[src/rtl/aes_pkg.sv]
// -----------------------------------------------------------------------------
// aes_pkg
// Shared AES definitions for the key-expansion / round datapath.
//   byte_t      : one 8-bit AES state byte
//   AES_WORD_W  : width of an AES column/word (32 bits)
//   SBOX        : FIPS-197 forward S-box, indexed by input byte
//   INV_SBOX    : FIPS-197 inverse S-box, indexed by input byte
// The inverse table only turns into logic where something reads it, which
// happens only when AES_SUB_WORD_INV_EN is defined.
// -----------------------------------------------------------------------------
package aes_pkg;

  typedef logic [7:0] byte_t;

  localparam int AES_WORD_W = 32;

  localparam byte_t SBOX [256] = '{
    8'h63, 8'h7c, 8'h77, 8'h7b, 8'hf2, 8'h6b, 8'h6f, 8'hc5, 8'h30, 8'h01, 8'h67, 8'h2b, 8'hfe, 8'hd7, 8'hab, 8'h76,
    8'hca, 8'h82, 8'hc9, 8'h7d, 8'hfa, 8'h59, 8'h47, 8'hf0, 8'had, 8'hd4, 8'ha2, 8'haf, 8'h9c, 8'ha4, 8'h72, 8'hc0,
    8'hb7, 8'hfd, 8'h93, 8'h26, 8'h36, 8'h3f, 8'hf7, 8'hcc, 8'h34, 8'ha5, 8'he5, 8'hf1, 8'h71, 8'hd8, 8'h31, 8'h15,
    8'h04, 8'hc7, 8'h23, 8'hc3, 8'h18, 8'h96, 8'h05, 8'h9a, 8'h07, 8'h12, 8'h80, 8'he2, 8'heb, 8'h27, 8'hb2, 8'h75,
    8'h09, 8'h83, 8'h2c, 8'h1a, 8'h1b, 8'h6e, 8'h5a, 8'ha0, 8'h52, 8'h3b, 8'hd6, 8'hb3, 8'h29, 8'he3, 8'h2f, 8'h84,
    8'h53, 8'hd1, 8'h00, 8'hed, 8'h20, 8'hfc, 8'hb1, 8'h5b, 8'h6a, 8'hcb, 8'hbe, 8'h39, 8'h4a, 8'h4c, 8'h58, 8'hcf,
    8'hd0, 8'hef, 8'haa, 8'hfb, 8'h43, 8'h4d, 8'h33, 8'h85, 8'h45, 8'hf9, 8'h02, 8'h7f, 8'h50, 8'h3c, 8'h9f, 8'ha8,
    8'h51, 8'ha3, 8'h40, 8'h8f, 8'h92, 8'h9d, 8'h38, 8'hf5, 8'hbc, 8'hb6, 8'hda, 8'h21, 8'h10, 8'hff, 8'hf3, 8'hd2,
    8'hcd, 8'h0c, 8'h13, 8'hec, 8'h5f, 8'h97, 8'h44, 8'h17, 8'hc4, 8'ha7, 8'h7e, 8'h3d, 8'h64, 8'h5d, 8'h19, 8'h73,
    8'h60, 8'h81, 8'h4f, 8'hdc, 8'h22, 8'h2a, 8'h90, 8'h88, 8'h46, 8'hee, 8'hb8, 8'h14, 8'hde, 8'h5e, 8'h0b, 8'hdb,
    8'he0, 8'h32, 8'h3a, 8'h0a, 8'h49, 8'h06, 8'h24, 8'h5c, 8'hc2, 8'hd3, 8'hac, 8'h62, 8'h91, 8'h95, 8'he4, 8'h79,
    8'he7, 8'hc8, 8'h37, 8'h6d, 8'h8d, 8'hd5, 8'h4e, 8'ha9, 8'h6c, 8'h56, 8'hf4, 8'hea, 8'h65, 8'h7a, 8'hae, 8'h08,
    8'hba, 8'h78, 8'h25, 8'h2e, 8'h1c, 8'ha6, 8'hb4, 8'hc6, 8'he8, 8'hdd, 8'h74, 8'h1f, 8'h4b, 8'hbd, 8'h8b, 8'h8a,
    8'h70, 8'h3e, 8'hb5, 8'h66, 8'h48, 8'h03, 8'hf6, 8'h0e, 8'h61, 8'h35, 8'h57, 8'hb9, 8'h86, 8'hc1, 8'h1d, 8'h9e,
    8'he1, 8'hf8, 8'h98, 8'h11, 8'h69, 8'hd9, 8'h8e, 8'h94, 8'h9b, 8'h1e, 8'h87, 8'he9, 8'hce, 8'h55, 8'h28, 8'hdf,
    8'h8c, 8'ha1, 8'h89, 8'h0d, 8'hbf, 8'he6, 8'h42, 8'h68, 8'h41, 8'h99, 8'h2d, 8'h0f, 8'hb0, 8'h54, 8'hbb, 8'h16
  };

  localparam byte_t INV_SBOX [256] = '{
    8'h52, 8'h09, 8'h6a, 8'hd5, 8'h30, 8'h36, 8'ha5, 8'h38, 8'hbf, 8'h40, 8'ha3, 8'h9e, 8'h81, 8'hf3, 8'hd7, 8'hfb,
    8'h7c, 8'he3, 8'h39, 8'h82, 8'h9b, 8'h2f, 8'hff, 8'h87, 8'h34, 8'h8e, 8'h43, 8'h44, 8'hc4, 8'hde, 8'he9, 8'hcb,
    8'h54, 8'h7b, 8'h94, 8'h32, 8'ha6, 8'hc2, 8'h23, 8'h3d, 8'hee, 8'h4c, 8'h95, 8'h0b, 8'h42, 8'hfa, 8'hc3, 8'h4e,
    8'h08, 8'h2e, 8'ha1, 8'h66, 8'h28, 8'hd9, 8'h24, 8'hb2, 8'h76, 8'h5b, 8'ha2, 8'h49, 8'h6d, 8'h8b, 8'hd1, 8'h25,
    8'h72, 8'hf8, 8'hf6, 8'h64, 8'h86, 8'h68, 8'h98, 8'h16, 8'hd4, 8'ha4, 8'h5c, 8'hcc, 8'h5d, 8'h65, 8'hb6, 8'h92,
    8'h6c, 8'h70, 8'h48, 8'h50, 8'hfd, 8'hed, 8'hb9, 8'hda, 8'h5e, 8'h15, 8'h46, 8'h57, 8'ha7, 8'h8d, 8'h9d, 8'h84,
    8'h90, 8'hd8, 8'hab, 8'h00, 8'h8c, 8'hbc, 8'hd3, 8'h0a, 8'hf7, 8'he4, 8'h58, 8'h05, 8'hb8, 8'hb3, 8'h45, 8'h06,
    8'hd0, 8'h2c, 8'h1e, 8'h8f, 8'hca, 8'h3f, 8'h0f, 8'h02, 8'hc1, 8'haf, 8'hbd, 8'h03, 8'h01, 8'h13, 8'h8a, 8'h6b,
    8'h3a, 8'h91, 8'h11, 8'h41, 8'h4f, 8'h67, 8'hdc, 8'hea, 8'h97, 8'hf2, 8'hcf, 8'hce, 8'hf0, 8'hb4, 8'he6, 8'h73,
    8'h96, 8'hac, 8'h74, 8'h22, 8'he7, 8'had, 8'h35, 8'h85, 8'he2, 8'hf9, 8'h37, 8'he8, 8'h1c, 8'h75, 8'hdf, 8'h6e,
    8'h47, 8'hf1, 8'h1a, 8'h71, 8'h1d, 8'h29, 8'hc5, 8'h89, 8'h6f, 8'hb7, 8'h62, 8'h0e, 8'haa, 8'h18, 8'hbe, 8'h1b,
    8'hfc, 8'h56, 8'h3e, 8'h4b, 8'hc6, 8'hd2, 8'h79, 8'h20, 8'h9a, 8'hdb, 8'hc0, 8'hfe, 8'h78, 8'hcd, 8'h5a, 8'hf4,
    8'h1f, 8'hdd, 8'ha8, 8'h33, 8'h88, 8'h07, 8'hc7, 8'h31, 8'hb1, 8'h12, 8'h10, 8'h59, 8'h27, 8'h80, 8'hec, 8'h5f,
    8'h60, 8'h51, 8'h7f, 8'ha9, 8'h19, 8'hb5, 8'h4a, 8'h0d, 8'h2d, 8'he5, 8'h7a, 8'h9f, 8'h93, 8'hc9, 8'h9c, 8'hef,
    8'ha0, 8'he0, 8'h3b, 8'h4d, 8'hae, 8'h2a, 8'hf5, 8'hb0, 8'hc8, 8'heb, 8'hbb, 8'h3c, 8'h83, 8'h53, 8'h99, 8'h61,
    8'h17, 8'h2b, 8'h04, 8'h7e, 8'hba, 8'h77, 8'hd6, 8'h26, 8'he1, 8'h69, 8'h14, 8'h63, 8'h55, 8'h21, 8'h0c, 8'h7d
  };

endpackage : aes_pkg

[src/rtl/aes_sub_word_if.sv]
// -----------------------------------------------------------------------------
// aes_sub_word_if
// Word-in / word-out bus of the SubWord unit.
//   in_valid  : word_in carries a word to substitute this cycle
//   word_in   : input word, byte lane i = bits [8i+7:8i]
//   inv       : (AES_SUB_WORD_INV_EN only) select the inverse S-box
//   out_valid : word_out holds a fresh result
//   word_out  : registered substituted word
// Modports: master = producer/consumer around the unit, slave = the unit.
// -----------------------------------------------------------------------------
interface aes_sub_word_if #(
  parameter int WORD_W = aes_pkg::AES_WORD_W
);

  logic              in_valid;
  logic [WORD_W-1:0] word_in;
`ifdef AES_SUB_WORD_INV_EN
  logic              inv;
`endif
  logic              out_valid;
  logic [WORD_W-1:0] word_out;

`ifdef AES_SUB_WORD_INV_EN
  modport master (output in_valid, word_in, inv, input out_valid, word_out);
  modport slave  (input in_valid, word_in, inv, output out_valid, word_out);
`else
  modport master (output in_valid, word_in, input out_valid, word_out);
  modport slave  (input in_valid, word_in, output out_valid, word_out);
`endif

endinterface : aes_sub_word_if

[src/rtl/aes_sbox.sv]
// -----------------------------------------------------------------------------
// aes_sbox
// Purely combinational single-byte AES S-box lookup.
//   in_byte  : byte to substitute
//   inv      : 1 = inverse S-box, 0 = forward S-box
//   out_byte : substituted byte
// Without AES_SUB_WORD_INV_EN the inv input is ignored and only the forward
// table is referenced, so no inverse table is built.
// -----------------------------------------------------------------------------
module aes_sbox
  import aes_pkg::*;
(
  input  byte_t in_byte,
  input  logic  inv,
  output byte_t out_byte
);

`ifdef AES_SUB_WORD_INV_EN
  assign out_byte = inv ? INV_SBOX[in_byte] : SBOX[in_byte];
`else
  // Kept on the port so the top can wire every lane the same way.
  logic unused_inv;
  assign unused_inv = inv;
  assign out_byte   = SBOX[in_byte];
`endif

endmodule : aes_sbox

[src/rtl/aes_sub_word.sv]
// -----------------------------------------------------------------------------
// aes_sub_word
// Registered AES SubWord: each byte lane of the input word is passed through
// the S-box independently and the result is captured one edge later.
//   clk   : system clock, rising edge
//   rst_n : asynchronous active-low reset, clears word_out and out_valid
//   bus   : aes_sub_word_if.slave (in_valid, word_in, [inv], out_valid,
//           word_out)
// Optional: AES_SUB_WORD_INV_EN adds bus.inv to select the inverse S-box,
// sampled together with in_valid.
// word_out only reloads on in_valid; on idle cycles it keeps the last result
// while out_valid drops.
// -----------------------------------------------------------------------------
module aes_sub_word
  import aes_pkg::*;
#(
  parameter int WORD_W    = AES_WORD_W,
  parameter int NUM_BYTES = 4
) (
  input  logic          clk,
  input  logic          rst_n,
  aes_sub_word_if.slave bus
);

  logic              inv_sel;
  logic [WORD_W-1:0] sub_word;
  logic [WORD_W-1:0] word_q;
  logic              valid_q;

`ifdef AES_SUB_WORD_INV_EN
  assign inv_sel = bus.inv;
`else
  assign inv_sel = 1'b0;
`endif

  // Lanes are fully independent: one lookup per byte, no cross-lane terms.
  for (genvar i = 0; i < NUM_BYTES; i++) begin : g_lane
    aes_sbox u_sbox (
      .in_byte  (bus.word_in[8*i +: 8]),
      .inv      (inv_sel),
      .out_byte (sub_word[8*i +: 8])
    );
  end

  // NOTE: state registers use non-blocking assignments so every flop samples
  // pre-edge values regardless of process ordering.
  // NOTE: word_q is a plain data register, but its reset value is visible on
  // word_out, so it is reset along with the valid flag.
  always_ff @(posedge clk or negedge rst_n) begin
    if (!rst_n) begin
      valid_q <= 1'b0;
      word_q  <= '0;
    end else begin
      valid_q <= bus.in_valid;
      if (bus.in_valid) begin
        word_q <= sub_word;
      end
    end
  end

  assign bus.out_valid = valid_q;
  assign bus.word_out  = word_q;

endmodule : aes_sub_word

[src/flat_wrapper.sv]
// flat-port wrapper written by rule: the top's interface ports become plain ports
module aes_sub_word_flat import aes_pkg::*;
#(
  parameter int WORD_W    = AES_WORD_W,
  parameter int NUM_BYTES = 4
)
  (clk, rst_n, bus_in_valid, bus_word_in, bus_out_valid, bus_word_out);
  aes_sub_word_if #(.WORD_W(WORD_W)) bus_i ();
  input  logic clk;
  input  logic rst_n;
  input wire logic [$bits(bus_i.in_valid)-1:0] bus_in_valid;
  input wire logic [$bits(bus_i.word_in)-1:0] bus_word_in;
  output wire logic [$bits(bus_i.out_valid)-1:0] bus_out_valid;
  output wire logic [$bits(bus_i.word_out)-1:0] bus_word_out;
  assign bus_i.in_valid = bus_in_valid;
  assign bus_i.word_in = bus_word_in;
  assign bus_out_valid = bus_i.out_valid;
  assign bus_word_out = bus_i.word_out;
  aes_sub_word #(.WORD_W(WORD_W), .NUM_BYTES(NUM_BYTES)) u_core (.clk(clk), .rst_n(rst_n), .bus(bus_i));
endmodule
[config.mk]
export PLATFORM = sky130hd
export DESIGN_NAME = aes_sub_word_flat
export DESIGN_NICKNAME = d
export VERILOG_FILES = /design/src/rtl/aes_pkg.sv /design/src/rtl/aes_sub_word_if.sv /design/src/rtl/aes_sbox.sv /design/src/rtl/aes_sub_word.sv /design/src/flat_wrapper.sv
export SDC_FILE = /design/constraint.sdc
export NUM_CORES = 1
export LEC_CHECK = 0
export BUFFER_PORTS_ARGS = -buffer_cell sky130_fd_sc_hd__buf_2
export CELL_PAD_IN_SITES_DETAIL_PLACEMENT = 1
export CELL_PAD_IN_SITES_GLOBAL_PLACEMENT = 1
export CORE_AREA = 3 3 181 183
export DETAILED_ROUTE_END_ITERATION = 12
export DIE_AREA = 0 0 184 186
export PLACE_DENSITY_LB_ADDON = 0.1
export RECOVER_POWER = 100
export SKIP_LAST_GASP = 1
export SLEW_MARGIN = 15
export SYNTH_ARGS = -nofsm -noshare
export SYNTH_HDL_FRONTEND = slang
export SYNTH_SLANG_ARGS = --single-unit
export TNS_END_PERCENT = 1
[constraint.sdc]
create_clock -name clk -period 1.3 [get_ports clk]
set_input_delay 0.26 -clock clk [delete_from_list [all_inputs] [get_ports clk]]
set_output_delay 0.26 -clock clk [all_outputs]
set_load 0.05 [all_outputs]
==> results of run 1 <==
## cell usage after synthesis (33+ instances only)
cell      instances
dfrtp_1          33
buf_2           122
o211ai_1         66
nand2b_1         98
mux4_2           36
inv_1            38
nand2_1         201
ha_1             60
nor2b_1          71
a31oi_1          58
a21oi_1         196
nor2_1          172
nand3_1          75
clkbuf_1        108
a211oi_1         59
nor3_1           76
o21ai_0         176
## kinds of logic after synthesis
kind of cell / count (synthesis)
AOI/OAI and AO/OA: 911
DFF: 33
and+or+nand+nor: 837
xor gates and xnor gates: 8
buffers and inverters: 327
adders and majority gates: 61
muxes: 66
## through the flow
stage | setup TNS [ps] | utilization, %
2_1_floorplan | -29660 | -
3_3_place_gp | -34770 | 66.4
3_5_place_dp | -40550 | 66.4
==> flow_summary.toml, run 1 <==
[clock_tree]
ctsHoldBuffers = 1
cts_resized = 161
clock-sinks = 33
htreeDepth = 2
clockBufferDepth = 2
cts_setup_buffers = 6
clock_tree.root_cell = "clkbuf_16"
cts_made_buffers = 5

[synth]
yosys_warnings = 0
syn_inst = 2243
ys_seq_elements = 33
synth_area_leaders = "a21oi_1, o21ai_0, dfrtp_1"
synthMuxAreaShare_pct = 7.64
netlist.area_leader.share_pct = 6.66
synthesis.nets = 2338
synthAdderAreaFrac_pct = 5.17
synthSimpleGateAreaFrac_pct = 28.4
synthFlopType = "dfrtp_1"
synth_area_sq_um = 14700
synth_edf_count = 0
synth-xor-area-share_pct = 0.476
syn_area_per_cell_sq_um = 6.56
ys_seq_area_share_pct = 5.61
synth_top_area_cell = "a21oi_1"
synth.distinct_cells = 90
synth_top_family_by_area = "compound AO/OA/AOI/OAI gates"
async_reset_ff_share_pct = 100
synth-compound-area-share_pct = 42.4

[status]
stop_stage = "4_1_cts"
status = "aborted with a tool error"
error = "[ERROR DPL-0033] detailed placement checks failed during check placement."

[floorplanning]
io_pins = 68
die_h_um = 186
die_w_um = 184
initial_core_util_pct = 46.9
row_count = 65

[placement]
dp.cells = 3243
place.gp.congestion = 1.14
dp_slack_ps = -1520
io_buffers = 67
dpl.hpwl_um = 82000
dpl_cell_area_sq_um = 20800
==> run 2: changes to the inputs <==
CELL_PAD_IN_SITES_DETAIL_PLACEMENT = unset   (was 1)
CELL_PAD_IN_SITES_GLOBAL_PLACEMENT = unset   (was 1)
CORE_AREA = 3 3 196 198   (was 3 3 181 183)
DIE_AREA = 0 0 199 201   (was 0 0 184 186)
PLACE_DENSITY_LB_ADDON = 0.15   (was 0.1)
==> run 2 against run 1 <==
The flow now finishes, with violations (setup timing). Area after synthesis did not move. Synthesized cell count did not move.
==> flow_summary.toml, run 2 <==
[critical_path]
timing.rr.end = "u_core.bus.word_out[5]$_DFFE_PN0P_"
critPathCaptureType = "flip-flop"
critical-path-max-stage-delay_ps = 320
crit_path_top_delay_cell = "a311o_1"
cpMostUsedCell = "buf_4"
crit_end = "u_core.bus.word_out[21]$_DFFE_PN0P_"
ff2ff_setup_slack_ps = 320
crit_path_start = "bus_word_in[17]"
path_max_fanout = 6
crit_family = "compound AO/OA/AOI/OAI gates"
reg2reg_depth = 3
crit_chain = "buf_2 -> buf_4 -> ha_2 -> buf_4 -> buf_4 -> inv_1 -> nand2_1 -> o211ai_1 -> a31o_2 -> a221oi_2 -> a311o_1"
cp.depth = 11
crit_buf_inv = 5
r2r-start = "u_core.bus.word_out[5]$_DFFE_PN0P_"
start_kind = "input pin"
worst_ep_arrival_time_ps = 2250
criticalPathCategory = "input pin to flip-flop"
required_ps = 1490

[clock_tree]
clockBufferDepth = 2
clock_tree.root_cell = "clkbuf_16"
path_clk_slew_ps = 80
htreeDepth = 2
cts_tree = "done"
cts_made_buffers = 5
clock-sinks = 33
clock_latency_ps = 300

[flow_run]
maxCapViolCount = 0

[route]
dr_total_vias = 22759
routedWlPerCell_um = 26.0
drt_pre_antenna_iters = 9
wl_um = 88100
drt_iter0_drc = 3651
drc = 0
routed_via_density = 6.72
ant_nets = 0

[global_routing]
first_global_vias = 21904
grt_pass1_wl_um = 132000
grt_usage_pct = 42.1
grt_antenna_before_repair = 2
grt_remaining_overflow = 0
grt_max_degree = 45

[floorplanning]
core-area_sq_um = 36700
io_pins = 68
die-area_sq_um = 40000
die_w_um = 199
die_h_um = 201
row_count = 70
initial_core_util_pct = 40.1

[synth]
synth.distinct_cells = 90
synth_most_common_cell = "nand2_1"
async_reset_ff_share_pct = 100
ys_seq_elements = 33
ys_seq_area_share_pct = 5.61
synth_top_area_cell = "a21oi_1"
netlist.area_leader.share_pct = 6.66
synth_area_sq_um = 14700
synthFlopType = "dfrtp_1"
synth_common_cells = "nand2_1, a21oi_1, o21ai_0"
synth_area_leaders = "a21oi_1, o21ai_0, dfrtp_1"
syn_inst = 2243
yosys_warnings = 0
syn_area_per_cell_sq_um = 6.56
synthesis.nets = 2338
synth_edf_count = 0

[min_path]
min_path_type = "input pin to flip-flop"

[power_and_ir_drop]
p_total_mw = 12.7
p_seq_share_pct = 10.6
switching_share_pct = 49.7
intPower_mw = 6.39
leakagePower_nw = 9.64
p_sw_mw = 6.31
pwr_density_cell_nw_per_um2 = 566
comb_power_share_pct = 75.6
power.share.clock_pct = 13.8
max-vdd-ir-drop_uv = 514

[finish]
fillers = 3421
multi_input_comb_area_sq_um = 13100
area_growth_syn_to_layout_pct = 52.4
layout_commonest_cell = "buf_4"
antenna_cells = 0
largest_register_ffs = 32
nets = 3012
drive_above_1_share_pct = 40.1
seq_area_sq_um = 826
final_cell_mix = "buf_4, nand2_1, a21oi_1"
fin_area_sq_um = 22400

[sta]
slew_headroom_pct = 53.4
min_period_over_period_pct = 159
setup_violations = 33
rsz0062_at_grt = "true"
skew_ps = 0
hold_viol_final = 0
whs_ps = 340
layout_min_cycle_time_ps = 2060
tightest_slew_ps = 700
maxSlewViolCount = 0
max_freq_mhz = 485
fin_ws_ps = -762

[status]
failed_checks = "setup timing"
status = "finished with violations"

[placement]
dp_slack_ps = -1340
place.gp.congestion = 1.09
io_buffers = 67
dpl.hpwl_um = 68800
dpl_cell_area_sq_um = 21400
## run 2: cell counts after synthesis
Identical to the previous run, type by type.
## run 2: repair_timing
action | CTS | global route
resized for setup | 139 | 62
hold endpoints to repair | 33 | 0
pin swaps | 22 | 20
setup endpoints to repair | 33 | 33
hold buffers | 1 | 0
buffers inserted | 4 | 5
## run 2: per-layer routing
metal / vias to the layer above / GRT usage [%] / wire (um)
li1: 9899 / - / -
met1: 10579 / 56.5 / 33900
met2: 1838 / 63.2 / 37300
met3: 439 / 8.74 / 11000
met4: 4 / 22.1 / 5940
met5: - / 0 / 30
## run 2: power by group through the flow
stage / clock network, mW / registers (mW) / logic, mW
2_1_floorplan: 0 / 1.88 / 4.09
3_3_place_gp: 0 / 1.36 / 8.84
3_5_place_dp: 0 / 1.36 / 8.86
4_1_cts: 1.78 / 1.34 / 9.12
5_1_grt: 1.82 / 1.36 / 10.0
6_report: 1.75 / 1.34 / 9.61
## run 2: worst min-delay path by stage
stage | start | endpoint | slack (ps) | depth (start not counted)
2_1_floorplan | rst_n | u_core.bus.out_valid$_DFF_PN0_ | -40 | 0
3_3_place_gp | rst_n | u_core.bus.out_valid$_DFF_PN0_ | 260 | 2
3_5_place_dp | rst_n | u_core.bus.out_valid$_DFF_PN0_ | 260 | 2
4_1_cts | bus_word_in[7] | u_core.bus.word_out[3]$_DFFE_PN0P_ | 330 | 3
5_1_grt | bus_word_in[7] | u_core.bus.word_out[3]$_DFFE_PN0P_ | 380 | 3
6_report | bus_word_in[7] | u_core.bus.word_out[3]$_DFFE_PN0P_ | 340 | 3
## run 2: metrics by stage
step	instances	TNS, ps	utilization (%)
3_3_place_gp	3368	-35860	58.2
2_1_floorplan	2243	-29660	-
6_report	3386	-22160	61.1
5_1_grt	3386	-24370	61.1
3_5_place_dp	3368	-36720	58.2
4_1_cts	3381	-20960	60.3
## run 2: tightest hold or removal path: stages
cell and delay [ps]:
buf_2 140, nand3_1 80, a41oi_1 110
## run 2: kinds of logic after synthesis
logic type | Yosys count | share of synthesized area (%)
buf+inv | 327 | 10.3
flops | 33 | 5.61
simple gates | 837 | 28.4
mux | 66 | 7.64
fa+ha+maj | 61 | 5.17
compound gates | 911 | 42.4
xor+xnor | 8 | 0.476
## run 2: area by class of cell
| class | count | share of cell area, % |
|---|---|---|
| repair buffers | 945 | 33.4 |
| multi-input cells | 1883 | 58.5 |
| flip-flops and latches | 33 | 3.68 |
| clock inverters | 3 | 0.307 |
| inverters | 49 | 0.887 |
| well taps | 468 | 2.61 |
| clock buffers | 5 | 0.558 |
Note: power is estimated with default switching activity, not from simulation.
